<file path="config.mk">
export PLATFORM = sky130hd
export DESIGN_NAME = serial_adder
export DESIGN_NICKNAME = d
export VERILOG_FILES = /design/src/rtl/serial_adder.sv
export SDC_FILE = /design/constraint.sdc
export NUM_CORES = 1
export LEC_CHECK = 0
export CAP_MARGIN = 25
export CORE_ASPECT_RATIO = 1.5
export CORE_MARGIN = 1
export CORE_UTILIZATION = 30
export DETAILED_ROUTE_END_ITERATION = 8
export SLEW_MARGIN = 20
export SYNTH_ARGS = -nofsm -noshare
export SYNTH_HDL_FRONTEND = slang
export SYNTH_SLANG_ARGS = --single-unit
</file>
<file path="constraint.sdc">
create_clock -name clk -period 3.05 [get_ports clk]
set_clock_uncertainty 0.15 [all_clocks]
set_input_delay 0.7625 -clock clk [delete_from_list [all_inputs] [get_ports clk]]
set_output_delay 0.7625 -clock clk [all_outputs]
set_load 0.005 [all_outputs]
</file>
<file path="src/rtl/serial_adder.sv">
`default_nettype none
// ============================================================================
// Module   : serial_adder
// Brief    : Bit-serial ripple adder computing {cout,sum} = a + b + cin, one
//            full-adder bit per clock, LSB first, with valid/ready handshakes.
// Revision : 1.0 - initial release
// ============================================================================
module serial_adder #(
    parameter int WIDTH = 8
) (
    input  logic             clk,
    input  logic             rst,
    input  logic             in_valid,
    output logic             in_ready,
    input  logic [WIDTH-1:0] a,
    input  logic [WIDTH-1:0] b,
    input  logic             cin,
    output logic             out_valid,
    input  logic             out_ready,
    output logic [WIDTH-1:0] sum,
    output logic             cout,
    output logic             busy
);

    localparam int            CW     = $clog2(WIDTH + 1);
    localparam logic [1:0]    S_IDLE = 2'd0;
    localparam logic [1:0]    S_BUSY = 2'd1;
    localparam logic [1:0]    S_DONE = 2'd2;
    localparam logic [CW-1:0] C_LAST = CW'(WIDTH - 1);

    logic [1:0]       state_q, state_d;
    logic [WIDTH-1:0] a_sr_q, a_sr_d;
    logic [WIDTH-1:0] b_sr_q, b_sr_d;
    logic [WIDTH-1:0] res_q, res_d;
    logic             carry_q, carry_d;
    logic [CW-1:0]    cnt_q, cnt_d;
    logic [WIDTH-1:0] sum_q, sum_d;
    logic             cout_q, cout_d;

    logic w_s;
    logic w_maj;

    assign w_s   = a_sr_q[0] ^ b_sr_q[0] ^ carry_q;
    assign w_maj = (a_sr_q[0] & b_sr_q[0]) | (a_sr_q[0] & carry_q) | (b_sr_q[0] & carry_q);

    always_comb begin
        state_d = state_q;
        a_sr_d  = a_sr_q;
        b_sr_d  = b_sr_q;
        res_d   = res_q;
        carry_d = carry_q;
        cnt_d   = cnt_q;
        sum_d   = sum_q;
        cout_d  = cout_q;
        case (state_q)
            S_IDLE: begin
                if (in_valid) begin
                    a_sr_d  = a;
                    b_sr_d  = b;
                    carry_d = cin;
                    cnt_d   = '0;
                    state_d = S_BUSY;
                end
            end
            S_BUSY: begin
                carry_d           = w_maj;
                res_d             = res_q >> 1;
                res_d[WIDTH-1]    = w_s;
                a_sr_d            = a_sr_q >> 1;
                b_sr_d            = b_sr_q >> 1;
                cnt_d             = cnt_q + CW'(1);
                // Output registers only update here, so sum/cout keep the last
                // result through IDLE and the next operation's BUSY phase.
                if (cnt_q == C_LAST) begin
                    state_d = S_DONE;
                    sum_d   = res_d;
                    cout_d  = w_maj;
                end
            end
            S_DONE: begin
                if (out_ready) begin
                    state_d = S_IDLE;
                end
            end
            default: state_d = S_IDLE;
        endcase
    end

    always_ff @(posedge clk or posedge rst) begin
        if (rst) begin
            state_q <= S_IDLE;
            a_sr_q  <= '0;
            b_sr_q  <= '0;
            res_q   <= '0;
            carry_q <= 1'b0;
            cnt_q   <= '0;
            sum_q   <= '0;
            cout_q  <= 1'b0;
        end else begin
            state_q <= state_d;
            a_sr_q  <= a_sr_d;
            b_sr_q  <= b_sr_d;
            res_q   <= res_d;
            carry_q <= carry_d;
            cnt_q   <= cnt_d;
            sum_q   <= sum_d;
            cout_q  <= cout_d;
        end
    end

    assign in_ready  = (state_q == S_IDLE);
    assign busy      = (state_q == S_BUSY);
    assign out_valid = (state_q == S_DONE);
    assign sum       = sum_q;
    assign cout      = cout_q;

endmodule
`default_nettype wire

</file>
; Yosys cells after proc, flatten, opt, wreduce, memory -nomap -nowiden
; Index checks and enable logic that the tools add are counted.
[op_classes]
n_eq_ne = 6
reduce_logical = 5
magnitude_cmp = 0
n_bitwise = 7
div_mod_pow = 0
mul = 0
n_shift = 0
mux = 12
add_sub_neg = 1
[op_table]
columns = cell, n
row1 = 8-bit case mux with 2 select lines, 2
row2 = 8-bit 2-to-1 mux, 2
row3 = 4-bit case mux with 2 select lines, 1
row4 = 2-bit 2-to-1 mux, 3
row5 = 2-bit case mux with 3 select lines, 1
row6 = "4-bit by 1-bit adder with 4-bit output, second input constant", 1
row7 = "4-bit by 3-bit equality test with 1-bit output, second input constant", 1
row8 = 4-bit 2-to-1 mux, 1
row9 = "2-bit by 1-bit != test with 1-bit output, second input constant", 2
row10 = 2-bit AND reduction, 2
row11 = 1-bit bitwise AND, 3
row12 = 3-bit AND reduction, 1
row13 = "2-bit by 1-bit equality test with 1-bit output, second input constant", 1
row14 = "2-bit equality test, second input constant", 1
row15 = 2-bit zero test, 1
row16 = "2-bit != test, second input constant", 1
row17 = 1-bit bitwise OR, 2
row18 = 1-bit case mux with 2 select lines, 1
row19 = 2-bit nonzero test, 1
row20 = 1-bit XOR, 2
row21 = 1-bit 2-to-1 mux, 1
[totals]
romBits = 0
mem_bits_rw = 0
latch_bits = 0
reg_bits = 40
memories = 0

; Depth between registers and ports, before layout
[depth]
ltp_word = 4
depth_mapped = 5
depth_no_buf = 4

; Least setup slack after synthesis
; Ideal clock, no wire load.
[synth_timing]
path_kind = register to output
start = register state_q[0]
end = output busy
path_buffers = 1
stages_incl_launch_ff = 4
arrival_time_ns = 0.874
slack_ns = 1.264
required_time_ns = 2.138
cell_sequence = dfrtp_1 > nand2b_1 > buf_2 > clkinv_1
[synth_between]
elab_chain_cells = 1
[synth_lines]
columns = element, line
row1 = start: declaration, 31  ; logic [1:0] state_q, state_d;
row2 = start signal: assignment, 100  ; state_q <= state_d;
row3 = 2-bit by 1-bit equality test with 1-bit output, 112  ; assign busy = (state_q == S_BUSY);
row4 = end: declaration, 22  ; output logic busy
; Every way passes these cells.

; Worst setup path after layout
[layout_timing]
start = register state_q[1]
end = output in_ready
[layout_between]
elab_chain_cells = 1
[layout_lines]
columns = element, line
row1 = 2-bit zero test, 111  ; assign in_ready = (state_q == S_IDLE);
row2 = end: declaration, 14  ; output logic in_ready,
; Every way passes these cells.

==> results.ini <==
[run_status]
status = complete, no violations

[timing]
setup_tns_ns = 0
final-setup-viol-count = 0
setup_ws_ns = 0.4789
rsz0062_at_grt = no
fin_crit_sh_pct = 84.30
min_period_ns = 2.571
drv_slew = 0
tightest_slew_ns = 0.5281
hold_violations = 0
fmax_mhz = 388.9
relSlewSlack_pct = 64.72

[power]
seqPwrFrac_pct = 46.1
p_total_w = 0.001868
combinationalPowerShare_pct = 35.4
p_sw_w = 0.0005985
power_leakage_nw = 1.001
pwr-share-clk_pct = 18.5
power.density_nw_per_um2 = 853.6
swShare_pct = 32.04
internal_power_w = 0.001269
worst_ir_drop_vdd_mv = 0.2877

[setup_path]
critPathCaptureType = primary output
path_cells = buf_4 > nor2_1 > clkdlybuf4s50_1
cp-startpoint = state_q[1]
max_stage_delay_ns = 0.55
worstPathRequired_ns = 2.14
crit_slowest_cell = clkdlybuf4s50_1
start_kind = flop
r2r-start = cnt_q[0]
critical_path_class = reg2out
cp_max_fo = 18
cp.arrival_ns = 1.66

[global_route]
grt_pass1_wl_um = 5789
antenna_found_initial = 0
track_usage_pct = 12.55
grt-ovfl-total = 0
grt_max_degree = 40
grt_pass1_vias = 1210

[placement]
place_worst_setup_slack_ns = 0.5735
place.gp.congestion = 0.7320
hpwl_um = 2239
portBuffers = 32
postPlaceCellArea_um2 = 2101
place_inst = 256

[floorplanning]
io_pins = 33
die_w_um = 63.31
start_util_pct = 31.04
dieArea_um2 = 5949
core_um2 = 5450
num_rows = 33
die_h_um = 93.97

[detailed_routing]
routed_wl_um = 3195
vias = 1257
routed.top_layer = met4
antenna_violating_nets_post_route = 0
post_drt_wl_per_cell_um = 12.15
first_pass_iters = 4
drc = 0
first_iter_violations = 49
viasPerCell = 4.779
met1_length_um = 1486
dr_wl_met2_um = 1516
dr_wl_met3_um = 126

[logic_synthesis]
async_flop_share_pct = 100.0
yosysSeqAreaShare_pct = 57.69
synth_enable_flop_cells = 0
synth_common_cells = dfrtp_1, nand2_1, o21ai_0
yosysTopAreaCellShare_pct = 57.69
ys_types = 28
synthMostInstantiatedCell = dfrtp_1
synthCells = 158
yosysTopAreaCell = dfrtp_1
synth-seq-cells = 39
netlist_top_cells_area = dfrtp_1, nand2_1, mux2_2
syn-cell-area_um2 = 1692
synthFlopType = dfrtp_1
syn_nets = 181
yosys_warnings = 0
avgSynthCellArea_um2 = 10.71

[clocking]
worstSkewPairLatency_ns = 0.29
h-tree-depth = 2
cts_sinks = 39
hold_buffers = 0
path_clk_slew_ns = 0.07
post_cts_buffers = 0
clock_path_buffers = 2
post_cts_resized = 0
cts_buffers = 5
cts_root_buffer = clkbuf_8
cts_tree = done

[layout]
post-route-cell-area_um2 = 2188
num_antenna_cells = 0
syn2layout_area_growth_pct = 29.36
layout-drive-gt1-share_pct = 13.47
fin_nets = 216
layout.cells.non_filler = 263

[worst_hold_path]
hp-class = reg2reg
hp-start = res_q[1]

[run]
drv_cap = 0

-- kinds of logic (layout without fill, tap and decap cells) --
kind of cell / after synthesis / in the layout / synth area share [%]
flops: 39 / 39 / 57.69
compound gates: 40 / 40 / 14.79
fa+ha+maj: 2 / 2 / 1.923
simple gates: 54 / 54 / 15.75
mux: 10 / 10 / 6.583
buf+inv: 13 / 48 / 3.254
-- layer usage --
layer / global-route usage (%) / vias to the layer above
met1: 15.77 / 609
met4: 6.250 / 0
met5: 0 / -
met3: 3.519 / 6
met2: 19.62 / 31
li1: - / 611
-- final cells by class --
type                       count  area (um2)
fill                         565        3262
clock inverter                 1       5.005
inverter                       3       11.26
multi-input combinational    106       660.6
tap                           70       87.58
timing repair buffer          38       365.4
clock buffer                   6       82.58
sequential                    39       975.9
-- worst paths after layout --
kind / endpoint / slack [ns] / cells after the start
setup / recovery: in_ready / 0.48 / 3
hold / removal: res_q[1] / 0.33 / 2
setup reg to reg: sum[7] / 1.26 / 4
hold reg to reg: res_q[1] / 0.33 / 2
max in group asynchronous: a_sr_q[1] / 1.65 / 3
min in group asynchronous: sum[2] / 0.75 / 3
-- critical path, delay by kind of cell, from the launching register on --
kind / cells / cell delay (ns)
buf+inv: 2 / 0.75
simple gates: 1 / 0.23
flops: 1 / 0.39
-- cells in the final DEF (no fill, tap or decap), drive strengths merged, types with 2 or more instances in the layout --
cell type	n
a21oi	8
a22o	2
a22oi	9
a32o	2
and3b	7
buf	6
clkbuf	6
clkdlybuf4s50	32
clkinv	2
dfrtp	39
inv	2
mux2	9
nand2	38
nand2b	2
nor2	2
nor2b	2
o21ai	16
-- power by group through the flow --
| stage | sequential, W | combinational (W) | clock (W) |
|---|---|---|---|
| 2_1_floorplan | 0.000845 | 0.000423 | 0 |
| 3_3_place_gp | 0.000866 | 0.000665 | 0 |
| 3_5_place_dp | 0.000874 | 0.000677 | 0 |
| 4_1_cts | 0.000864 | 0.000679 | 0.000361 |
| 5_1_grt | 0.000895 | 0.000752 | 0.000381 |
| 6_report | 0.000860 | 0.000662 | 0.000346 |
-- stage by stage --
stage	utilization (%)	hold WS, ns
final	40.15	0.3282
after global placement	38.54	0.3071
after floorplan	-	0.2902
after CTS	40.15	0.3337
after global routing	40.15	0.3556
after detailed placement	38.54	0.3147
-- registers in the layout (all words and copies together), names as in the netlist --
register  flops
carry_q       1
state_q       2
res_q         7
sum           8
cnt_q         4
b_sr_q        8
a_sr_q        8
cout          1
No activity file was read; power rests on OpenSTA's default activity.
